<file path="config.mk">
export PLATFORM = sky130hd
export DESIGN_NAME = div_iter_unit
export DESIGN_NICKNAME = d
export VERILOG_FILES = /design/src/rtl/div_iter_unit.sv
export SDC_FILE = /design/constraint.sdc
export NUM_CORES = 1
export LEC_CHECK = 0
export CAP_MARGIN = 10
export CORE_MARGIN = 3
export CORE_UTILIZATION = 59
export CTS_BUF_LIST = sky130_fd_sc_hd__clkbuf_8
export CTS_CLUSTER_DIAMETER = 120
export DETAILED_ROUTE_END_ITERATION = 8
export PLACE_DENSITY_LB_ADDON = 0.15
export SYNTH_ARGS = -nofsm -noshare
export SYNTH_HDL_FRONTEND = slang
export SYNTH_SLANG_ARGS = --single-unit
</file>
<file path="constraint.sdc">
create_clock -name clk -period 5 [get_ports clk]
set_clock_uncertainty 0.2 [all_clocks]
set_input_delay 0.75 -clock clk [delete_from_list [all_inputs] [get_ports clk]]
set_output_delay 0.75 -clock clk [all_outputs]
set_load 0.02 [all_outputs]
</file>
<file path="src/rtl/div_iter_unit.sv">
// Iterative 32-bit integer divider for DIV.W / DIV.WU / MOD.W / MOD.WU.
// Restoring radix-2: one quotient bit per clock, 32 steps, then a
// one-cycle valid pulse carrying the sign-fixed quotient or remainder.

package div_iter_pkg;
  // Execute-stage op encodings shared with decode.
  localparam logic [7:0] EXE_ADD_OP  = 8'h01;
  localparam logic [7:0] EXE_DIV_OP  = 8'h20;
  localparam logic [7:0] EXE_DIVU_OP = 8'h21;
  localparam logic [7:0] EXE_MOD_OP  = 8'h22;
  localparam logic [7:0] EXE_MODU_OP = 8'h23;
endpackage

module div_iter_unit
  import div_iter_pkg::*;
#(
  parameter int DATA_WIDTH   = 32,
  parameter int ALU_OP_WIDTH = 8,
  parameter int GPR_NUM      = 32,
  localparam int TAG_W       = $clog2(GPR_NUM)
) (
  input  logic                    clk,
  input  logic                    rst,
  input  logic                    start_i,
  input  logic [ALU_OP_WIDTH-1:0] aluop_i,
  input  logic [DATA_WIDTH-1:0]   dividend_i,
  input  logic [DATA_WIDTH-1:0]   divisor_i,
  input  logic [TAG_W-1:0]        wb_addr_i,
  input  logic                    flush_i,
  output logic                    ready_o,
  output logic                    valid_o,
  output logic [DATA_WIDTH-1:0]   result_o,
  output logic [TAG_W-1:0]        wb_addr_o
);

  typedef enum logic [1:0] {ST_IDLE, ST_CALC, ST_DONE} state_e;

  localparam logic [5:0] LAST_STEP = 6'd31;

  state_e                state_q,  state_d;
  logic [DATA_WIDTH-1:0] rem_q,    rem_d;
  logic [DATA_WIDTH-1:0] quo_q,    quo_d;
  logic [DATA_WIDTH-1:0] dvsr_q,   dvsr_d;
  logic [5:0]            cnt_q,    cnt_d;
  logic                  is_mod_q, is_mod_d;
  logic                  q_neg_q,  q_neg_d;
  logic                  r_neg_q,  r_neg_d;
  logic [TAG_W-1:0]      tag_q,    tag_d;
  logic [DATA_WIDTH-1:0] result_q, result_d;
  logic [TAG_W-1:0]      wb_addr_q, wb_addr_d;

  // Request decode on the raw inputs.
  logic                  op_div, op_divu, op_mod, op_modu;
  logic                  op_valid, op_signed, op_is_mod;
  logic                  a_neg, b_neg, div_zero, accept;
  logic [DATA_WIDTH-1:0] a_mag, b_mag;

  // One restoring step: shifted partial remainder and its trial subtraction.
  logic [DATA_WIDTH:0]   shifted;
  logic [DATA_WIDTH+1:0] trial;
  logic                  borrow;
  logic [DATA_WIDTH-1:0] step_rem, step_quo, raw_res;
  logic                  fix_neg;

  // Decode the op, take operand magnitudes and evaluate the current step.
  always_comb begin
    op_div    = (aluop_i == EXE_DIV_OP);
    op_divu   = (aluop_i == EXE_DIVU_OP);
    op_mod    = (aluop_i == EXE_MOD_OP);
    op_modu   = (aluop_i == EXE_MODU_OP);
    op_valid  = op_div | op_divu | op_mod | op_modu;
    op_signed = op_div | op_mod;
    op_is_mod = op_mod | op_modu;
    a_neg     = op_signed & dividend_i[DATA_WIDTH-1];
    b_neg     = op_signed & divisor_i[DATA_WIDTH-1];
    a_mag     = a_neg ? ('0 - dividend_i) : dividend_i;
    b_mag     = b_neg ? ('0 - divisor_i)  : divisor_i;
    div_zero  = (divisor_i == '0);
    accept    = (state_q == ST_IDLE) & start_i & op_valid & ~flush_i;

    shifted   = {rem_q, quo_q[DATA_WIDTH-1]};
    trial     = {1'b0, shifted} - {2'b00, dvsr_q};
    borrow    = trial[DATA_WIDTH+1];
    step_rem  = borrow ? shifted[DATA_WIDTH-1:0] : trial[DATA_WIDTH-1:0];
    step_quo  = {quo_q[DATA_WIDTH-2:0], ~borrow};
    raw_res   = is_mod_q ? step_rem : step_quo;
    fix_neg   = is_mod_q ? r_neg_q : q_neg_q;
  end

  // Next-state logic; flush overrides everything and returns to idle.
  always_comb begin
    state_d = state_q;
    case (state_q)
      ST_IDLE: if (accept) state_d = div_zero ? ST_DONE : ST_CALC;
      ST_CALC: if (cnt_q == LAST_STEP) state_d = ST_DONE;
      ST_DONE: state_d = ST_IDLE;
      default: state_d = ST_IDLE;
    endcase
    if (flush_i) state_d = ST_IDLE;
  end

  // Datapath updates: load on accept, iterate in CALC, register the result on entry to DONE.
  always_comb begin
    // NOTE: every signal gets its hold value first so no path can infer a latch.
    rem_d     = rem_q;
    quo_d     = quo_q;
    dvsr_d    = dvsr_q;
    cnt_d     = cnt_q;
    is_mod_d  = is_mod_q;
    q_neg_d   = q_neg_q;
    r_neg_d   = r_neg_q;
    tag_d     = tag_q;
    result_d  = result_q;
    wb_addr_d = wb_addr_q;

    if (accept) begin
      if (div_zero) begin
        result_d  = op_is_mod ? dividend_i : '1;
        wb_addr_d = wb_addr_i;
      end else begin
        rem_d    = '0;
        quo_d    = a_mag;
        dvsr_d   = b_mag;
        cnt_d    = '0;
        is_mod_d = op_is_mod;
        q_neg_d  = a_neg ^ b_neg;
        r_neg_d  = a_neg;
        tag_d    = wb_addr_i;
      end
    end else if (state_q == ST_CALC && !flush_i) begin
      rem_d = step_rem;
      quo_d = step_quo;
      cnt_d = cnt_q + 6'd1;
      if (cnt_q == LAST_STEP) begin
        result_d  = fix_neg ? ('0 - raw_res) : raw_res;
        wb_addr_d = tag_q;
      end
    end
  end

  // State and datapath registers with synchronous reset.
  always_ff @(posedge clk) begin
    // NOTE: non-blocking assignments so every flop samples pre-edge values.
    if (rst) begin
      state_q   <= ST_IDLE;
      rem_q     <= '0;
      quo_q     <= '0;
      dvsr_q    <= '0;
      cnt_q     <= '0;
      is_mod_q  <= 1'b0;
      q_neg_q   <= 1'b0;
      r_neg_q   <= 1'b0;
      tag_q     <= '0;
      result_q  <= '0;
      wb_addr_q <= '0;
    end else begin
      state_q   <= state_d;
      rem_q     <= rem_d;
      quo_q     <= quo_d;
      dvsr_q    <= dvsr_d;
      cnt_q     <= cnt_d;
      is_mod_q  <= is_mod_d;
      q_neg_q   <= q_neg_d;
      r_neg_q   <= r_neg_d;
      tag_q     <= tag_d;
      result_q  <= result_d;
      wb_addr_q <= wb_addr_d;
    end
  end

  // Handshake outputs decode directly from the state.
  always_comb begin
    ready_o   = (state_q == ST_IDLE);
    valid_o   = (state_q == ST_DONE);
    result_o  = result_q;
    wb_addr_o = wb_addr_q;
  end

endmodule

</file>
# Word level (Yosys, flattened, before mapping)

Cells that the tools add are included.

Bitwise logic cells: 14
Shifts and indexed selects: 0
Add/subtract/negate cells: 5
Reductions and logical operators: 11
Mux-type cells: 28
Multiply operators: 0
Divide/modulo/power cells: 0
Eq/ne operators: 11
$lt $le $gt $ge: 0

Operators with widths:

| kind                    | count |
|---|---|
| $mux W32                | 16 |
| $sub A1 B32 Y32 const A | 3 |
| $sub A33 B32 Y34        | 1 |
| $eq A8 B6 Y1 const B    | 4 |
| $logic_not A32 Y1       | 1 |
| $mux W5                 | 4 |
| $mux W6                 | 3 |
| $add A6 B1 Y6 const B   | 1 |
| $eq A6 B5 Y1 const B    | 1 |
| $mux W2                 | 3 |
| $ne A2 B2 Y1 const B    | 3 |
| $reduce_and A2 Y1       | 3 |
| $and A1 B1 Y1           | 5 |
| $or A1 B1 Y1            | 5 |
| $pmux W2 S2             | 1 |
| $reduce_bool A2 Y1      | 2 |
| $not A1 Y1              | 3 |
| $reduce_and A3 Y1       | 1 |
| $eq A2 B1 Y1 const B    | 1 |
| $eq A2 B2 Y1 const B    | 1 |
| $logic_not A2 Y1        | 1 |
| $ne A2 B1 Y1 const B    | 1 |
| $reduce_or A2 Y1        | 1 |
| $logic_and A1 B1 Y1     | 1 |
| 3 further kinds         | 3 |

Register bits after elaboration: 149
Memory bits (writable): 0
ROM bits: 0
Bits in latches: 0
Memories: 0
Logic and storage cells: 80
Output and inout port bits: 39
Bits of input ports: 81

# Logic depth before layout (Yosys ltp)

Gate-level depths: netlist (run 1).

Word-level depth: 8
Gate-level depth with buffers: 23
Mapped depth without buffers: 17

# Least setup slack after synthesis (run 1)

Ideal clock, no wire load.

Path kind: register -> register
Start: register dvsr_q[27]
End: register result_q[30], in the netlist result_o[30]
Setup time: 0.103 ns
Data required time: 4.697 ns
Stages on the path, launching flop included: 24
Buffers on the path: 6
Period minus slack after synthesis: 4.580 ns
Data arrival time: 4.277 ns
Setup slack: 0.420 ns
Path through: dfxtp_1 > inv_1 > ha_1 > buf_6 > a21o_1 > a31o_1 > a221oi_4 > a21o_1 > buf_4 > nand3_2 > buf_2 > buf_2 > buf_1 > nor2_1 > a21oi_1 > mux2i_1 > ha_1 > inv_1 > nor4_4 > and2_1 > buf_2 > a31oi_1 > xor2_1 > a2111oi_2

Cells in the longest elaborated chain, start to end: 8
Elaborated cells between the ends (all ways): 9
Those cells by class: add/sub (2); mux (6); bitwise (1)

RTL lines:

| item                                          | line   | RTL |
|---|---|---|
| start, declared                               | 43     | `logic [DATA_WIDTH-1:0] dvsr_q, dvsr_d;` |
| start signal, assigned                        | 160    | `dvsr_q <= dvsr_d;` |
| $sub A33 B32 Y34 *                            | 82     | `trial = {1'b0, shifted} - {2'b00, dvsr_q};` |
| $mux W32 / $not A1 Y1 (equally long branches) | 84, 85 |  |
| $mux W32 *                                    | 86     | `raw_res = is_mod_q ? step_rem : step_quo;` |
| $sub A1 B32 Y32                               | 135    | `result_d = fix_neg ? ('0 - raw_res) : raw_res;` |
| $mux W32 *                                    | 135    |  |
| $mux W32 *                                    | 134    | `if (cnt_q == LAST_STEP) begin` |
| $mux W32 *                                    | 130    | `end else if (state_q == ST_CALC && !flush_i) begin` |
| $mux W32 *                                    | 116    | `if (accept) begin` |
| end signal, assigned                          | 166    | `result_q <= result_d;` |
| end, declared                                 | 49     | `logic [DATA_WIDTH-1:0] result_q, result_d;` |

Every way passes the cells marked *; elsewhere a longest branch is shown, timed or not. The select of a mux whose other input is x is not followed.
A chain may end at the register's enable or synchronous reset.

# Worst setup path in the final report (run 1)

Start: register quo_q[31]
End: register result_q[31], in the netlist result_o[31]

Cells in the longest elaborated chain, start to end: 8
Elaborated cells between the ends (all ways): 9
Those cells by class: add/sub (2); mux (6); bitwise (1)

RTL lines:

| item                                          | line   | RTL |
|---|---|---|
| start, declared                               | 42     | `logic [DATA_WIDTH-1:0] quo_q, quo_d;` |
| start signal, assigned                        | 159    | `quo_q <= quo_d;` |
| $sub A33 B32 Y34                              | 82     |  |
| $mux W32 / $not A1 Y1 (equally long branches) | 84, 85 |  |
| $mux W32 *                                    | 86     |  |
| $sub A1 B32 Y32                               | 135    |  |
| $mux W32 *                                    | 135    |  |
| $mux W32 *                                    | 134    |  |
| $mux W32 *                                    | 130    |  |
| $mux W32 *                                    | 116    |  |

Marks and branches as above.

==> metrics.csv, run 1 <==
metric,value,unit
fin_area,12700,um^2
ys_seq_elements,149,
yosys.area_share.xor_xnor,8.55,%
holdWs,0.251,ns
total_power,2.40,mW
hp-class,reg2reg,
detail_route.wl_per_cell,18.8,um
synth_adder_area_share,4.33,%
slew_violations,0,
regToRegSetupSlack,0.25,ns
final_antenna_net_count,0,
final_util,72.1,%
worstPathArrival,4.90,ns
clock_sinks,149,
placed_cell_area,12300,um^2
crit_path_max_fanout,5,
tightest_slew,1.08,ns
grtUsageTotal,33.2,%
setup_slack,0.254,ns
critPathLaunchType,flip-flop,
ys.warnings.count,0,
antenna_cells,0,
vias,11500,
worst-setup-path-type,reg2reg,
post-route-period-util,94.9,%
cp.required,5.15,ns
core,17700,um^2
cts-root-buf,clkbuf_8,
io_pins,120,
synthTopCellsByArea,"dfxtp_1 (27%), a21oi_1 (7.4%), nor2_1 (7.2%)",
hpwl,25100,um
synth.area.mux_share,1.26,%
grt_max_degree,100,
r2r_end,result_o[31],
max-cap-violations,0,
finalNonFillerCells,1809,
hp-start,result_o[3],
final_layout_size_suffix_gt1_share,6.76,%
synth_area_per_cell,7.28,um^2
nets,1689,
r2r_cells,15,
ir_drop,274,uV
synth_nets,1609,
synth-simple-area-share,23.6,%
insertion_delay,0.47,ns
areaGrowthSynthToFinish,17.2,%
synth_commonest_cells,"nor2_1 (207), nand2_1 (171), a21oi_1 (161)",
drc,0,
rows,48,
place.gp.congestion,0.925,
synth-edff-count,0,
min_path_cells,2,
min_to,result_o[3],
drtIter0Drc,1077,
synth_top_flop_cell,dfxtp_1,
synth_compound_area_share,29.2,%
grt-ovfl-total,0,
die_area,20100,um^2
wirelength,34000,um
power_density,189,nW/um^2
hold_viol_final,0,
die_y,142,um
syn_inst,1491,
yosysMostFrequentCell,nor2_1,
leakage,4.71,nW
dp_worst_setup_slack,0.158,ns
max_freq,211,MHz
clk_path_buf_depth,2,
setup_viol_count_final,0,
grt_first_pass_wirelength,54300,um
dr.pass1.iters,8,
synth_area,10900,um^2
first_global_vias,10600,
vias_per_cell,6.37,
slew_headroom,28.3,%
post-place-cells,1772,
synth_top_cell_by_area,dfxtp_1,
port_buffers,119,
die_x,142,um
path_clk_slew,0.10,ns
synth.distinct_cells,82,
initial_utilization,61.5,%
finalCriticalPeriod,4.75,ns
status,"complete, no violations",
ys_seq_area_share,27.5,%
antenna_found_initial,0,
endpoint_kind,flip-flop,
tritoncts,built,
synthArstFlopShare,0,%
rr_startpoint,quo_q[31],
synth_top_family_by_area,compound AO/OA/AOI/OAI gates,
numCtsBuffers,17,
tns,0,ns
cts.htree.levels,4,
synth_top_area_share,27.5,%
-- report_power, final --
part           total [mW]  internal, mW  switching (mW)
registers            1.19          1.19        0.000497
clock network       0.909         0.398           0.511
logic               0.303         0.133           0.169
-- worst max path at each step --
stage / startpoint / end / slack, ns / depth (start not counted)
3_5_place_dp: rem_q[7] / result_o[31] / 0.16 / 13
5_1_grt: dvsr_q[15] / result_o[27] / -0.03 / 15
2_1_floorplan: dvsr_q[27] / result_o[30] / 0.42 / 23
3_3_place_gp: dvsr_q[27] / result_o[31] / 0.42 / 14
6_report: quo_q[31] / result_o[31] / 0.25 / 15
4_1_cts: rem_q[7] / result_o[29] / 0.16 / 13
-- critical path, stage by stage (launching register included) --
cell	delay [ns]
dfxtp_1	0.38
inv_1	0.08
ha_1	0.23
fa_1	0.39
nand2b_1	0.19
a21oi_1	0.36
o21a_1	0.27
a211o_1	0.27
a31o_2	0.25
xnor2_1	0.12
a221oi_1	0.46
nand4_1	0.20
nor4_1	0.47
a41oi_1	0.22
xnor2_1	0.16
a2111oi_0	0.39
-- placed cells by master, fill, tap and decap left out, types with 31 or more instances in the layout --
master / synthesis / routed
dfxtp_1: 149 / 148
nor3_1: 34 / 32
o211ai_1: 31 / 31
nand3_1: 32 / 32
xor2_1: 51 / 51
nor2_1: 207 / 206
a211oi_1: 43 / 43
a21oi_1: 161 / 161
a31oi_1: 38 / 38
ha_1: 36 / 36
nand2_1: 171 / 171
o21ai_0: 56 / 56
clkdlybuf4s50_1: 0 / 118
inv_1: 60 / 62
buf_4: 1 / 35
xnor2_1: 55 / 55
-- routing by layer --
| layer | share of wire, % | global-route usage (%) | up-vias | wire length, um |
|---|---|---|---|---|
| met2 | 48 | 54.4 | 477 | 16200 |
| li1 | - | - | 5548 | - |
| met1 | 41 | 43.5 | 5401 | 13900 |
| met5 | 0 | 0 | - | 0 |
| met4 | 4.2 | 13.3 | 0 | 1430 |
| met3 | 7.3 | 5.70 | 106 | 2470 |
-- state kept, by name, summed over array words and instances (netlist names) --
register and flops:
result_o 32, rem_q 32, wb_addr_o 5, cnt_q 6
state_q 2, tag_q 5, q_neg_q 1, dvsr_q 32
r_neg_q 1, is_mod_q 1, quo_q 32
-- kinds of logic (layout without fill, tap and decap cells) --
| group | count (synthesis) | count (layout) |
|---|---|---|
| AND/OR/NAND/NOR | 553 | 553 |
| AO/OA/AOI/OAI | 476 | 476 |
| buffers and inverters | 157 | 250 |
| flip-flops | 149 | 149 |
| XOR/XNOR | 106 | 106 |
| adder cells (fa/ha/maj) | 37 | 37 |
| multiplexers | 13 | 13 |
-- final cells by class --
| type | count | area (um^2) |
|---|---|---|
| sequential | 149 | 2980 |
| clock buffer | 17 | 234 |
| inverter | 61 | 229 |
| multi-input combinational | 1185 | 7340 |
| clock inverter | 15 | 134 |
| timing repair buffer | 157 | 1520 |
| fill | 1515 | 4930 |
| tap | 225 | 282 |
-- repair_timing --
item,CTS,global route
setup endpoints to repair,0,11
gates resized for setup,0,11
hold buffers,0,0
setup buffers,0,5
Power figures use the tool's default switching activity.
==> inputs of run 2 (changes only) <==
--- a/config.mk
+++ b/config.mk
@@ -7,7 +7,7 @@
 export LEC_CHECK = 0
 export CAP_MARGIN = 10
 export CORE_MARGIN = 3
-export CORE_UTILIZATION = 59
+export CORE_UTILIZATION = 32
 export CTS_BUF_LIST = sky130_fd_sc_hd__clkbuf_8
 export CTS_CLUSTER_DIAMETER = 120
 export DETAILED_ROUTE_END_ITERATION = 8
==> run 2 against run 1 <==
Against the previous run: maximum frequency is 2.1% higher; final cell count is 13% higher; setup slack better by 0.096 ns; critical path type unchanged; critical endpoint unchanged; largest power group unchanged; highest routed layer unchanged.
==> metrics.csv, run 2 (synthesis gave the netlist of run 1 again) <==
metric,value,unit,change
slew_headroom,33.6,%,+5.3 points
post-route-period-util,93.0,%,-1.9 points
dr.pass1.iters,5,,-3
initial_utilization,33.0,%,-29 points
finalCriticalPeriod,4.65,ns,-0.0962 ns
vias,11100,,-3.6%
insertion_delay,0.47,ns,about the same
worstPathArrival,4.80,ns,-0.10 ns
die_x,190,um,+34%
wirelength,38000,um,+12%
tritoncts,built,,
grtUsageTotal,20.6,%,-13 points
max-cap-violations,0,,unchanged
setup_slack,0.350,ns,+0.0962 ns
final_antenna_net_count,0,,unchanged
tns,0,ns,unchanged
dp_worst_setup_slack,0.350,ns,+0.192 ns
io_pins,120,,unchanged
core,32900,um^2,+87%
grt_max_degree,85,,-15%
hold_viol_final,0,,unchanged
fillers,3455,,+130%
detail_route.wl_per_cell,18.6,um,-1.1%
power_density,188,nW/um^2,-0.21%
setup_viol_count_final,0,,unchanged
first_global_vias,10300,,-3.0%
grt-ovfl-total,0,,unchanged
final_common_cell,nor2_1,,
port_buffers,119,,unchanged
hp-class,reg2reg,,
areaGrowthSynthToFinish,21.1,%,
die_y,190,um,+34%
grt_setup_unrepaired,no,,
holdWs,0.256,ns,+0.00558 ns
ctsHoldBuffers,0,,unchanged
nets,1707,,+1.1%
vias_per_cell,5.44,,-15%
ir_drop,159,uV,-42%
endpoint_kind,flip-flop,,
layout_common_cells,"nor2_1 (205), nand2_1 (171), a21oi_1 (160)",,
clock_sinks,149,,unchanged
cp.required,5.15,ns,about the same
numCtsBuffers,17,,unchanged
placed_cell_area,12700,um^2,+3.8%
status,"complete, no violations",,
crit_path_max_fanout,7,,+2
hpwl,28600,um,+14%
clk_path_buf_depth,2,,unchanged
die_area,36200,um^2,+80%
cts.htree.levels,4,,unchanged
antenna_found_initial,0,,unchanged
leakage,4.78,nW,+1.5%
cts-root-buf,clkbuf_8,,
tightest_slew,0.996,ns,-0.0795 ns
fin_area,13100,um^2,+3.3%
worst-setup-path-type,reg2reg,,
rows,66,,+38%
place.gp.congestion,0.887,,-4.2%
grt_first_pass_wirelength,59000,um,+8.7%
slew_violations,0,,unchanged
max_freq,215,MHz,+2.1%
drc,0,,unchanged
drtIter0Drc,850,,-21%
final_layout_size_suffix_gt1_share,7.80,%,+1.0 points
antenna_cells,0,,unchanged
critPathLaunchType,flip-flop,,
path_clk_slew,0.11,ns,about the same
run 2: worst paths after layout:
path	end	cells after the start	slack, ns	from
worst max-delay path	result_o[31]	13	0.35	rem_q[7]
worst min-delay path	result_o[0]	2	0.26	result_o[0]
worst max register to register	result_o[31]	13	0.35	rem_q[7]
worst min register to register	result_o[0]	2	0.26	result_o[0]
run 2: per-layer routing:
metal | track usage (%) | vias to the layer above | routed length, um
met5 | 0 | - | 0
met4 | 3.53 | 0 | 237
met3 | 2.98 | 14 | 2420
met2 | 30.4 | 337 | 15600
met1 | 31.8 | 5181 | 19700
li1 | - | 5586 | -
run 2: layout make-up:
cell class,count,area [um^2],area share [%]
flip-flops and latches,149,2980,22.7
repair buffers,175,1670,12.7
well taps,442,553,4.21
multi-input cells,1185,7320,55.6
clock inverters,15,159,1.21
clock buffers,17,234,1.78
inverters,61,229,1.74
run 2: through the flow:
stage | utilization, % | cells | power (mW)
final | 39.9 | 2044 | 2.47
after global routing | 39.9 | 2044 | 2.57
after CTS | 39.8 | 2043 | 2.50
after detailed placement | 38.6 | 2011 | 1.53
after global placement | 38.6 | 2011 | 1.53
after floorplan | - | 1491 | 1.37
run 2: report_power, final:
group / switching [mW] / leakage (nW) / internal [mW]
Sequential: 0.000508 / 1.20 / 1.19
Combinational: 0.175 / 3.39 / 0.141
Clock: 0.592 / 0.195 / 0.378
Total: 0.767 / 4.78 / 1.71
run 2: worst max-delay path, stage by stage, from the launching register on:
cell       delay [ns]
dfxtp_1          0.46
ha_1             0.34
a21oi_1          0.22
o21ai_1          0.16
a221oi_2         0.40
a21boi_2         0.17
o311a_1          0.40
a311o_2          0.43
nor4_4           0.37
nand3_2          0.16
nor4_4           0.48
a41oi_1          0.21
xnor2_1          0.16
a2111oi_0        0.38
run 2: what timing repair did:
item                       in CTS  in global routing
gates resized for setup         0                  5
setup endpoints to repair       0                  5
setup buffers                   0                  1
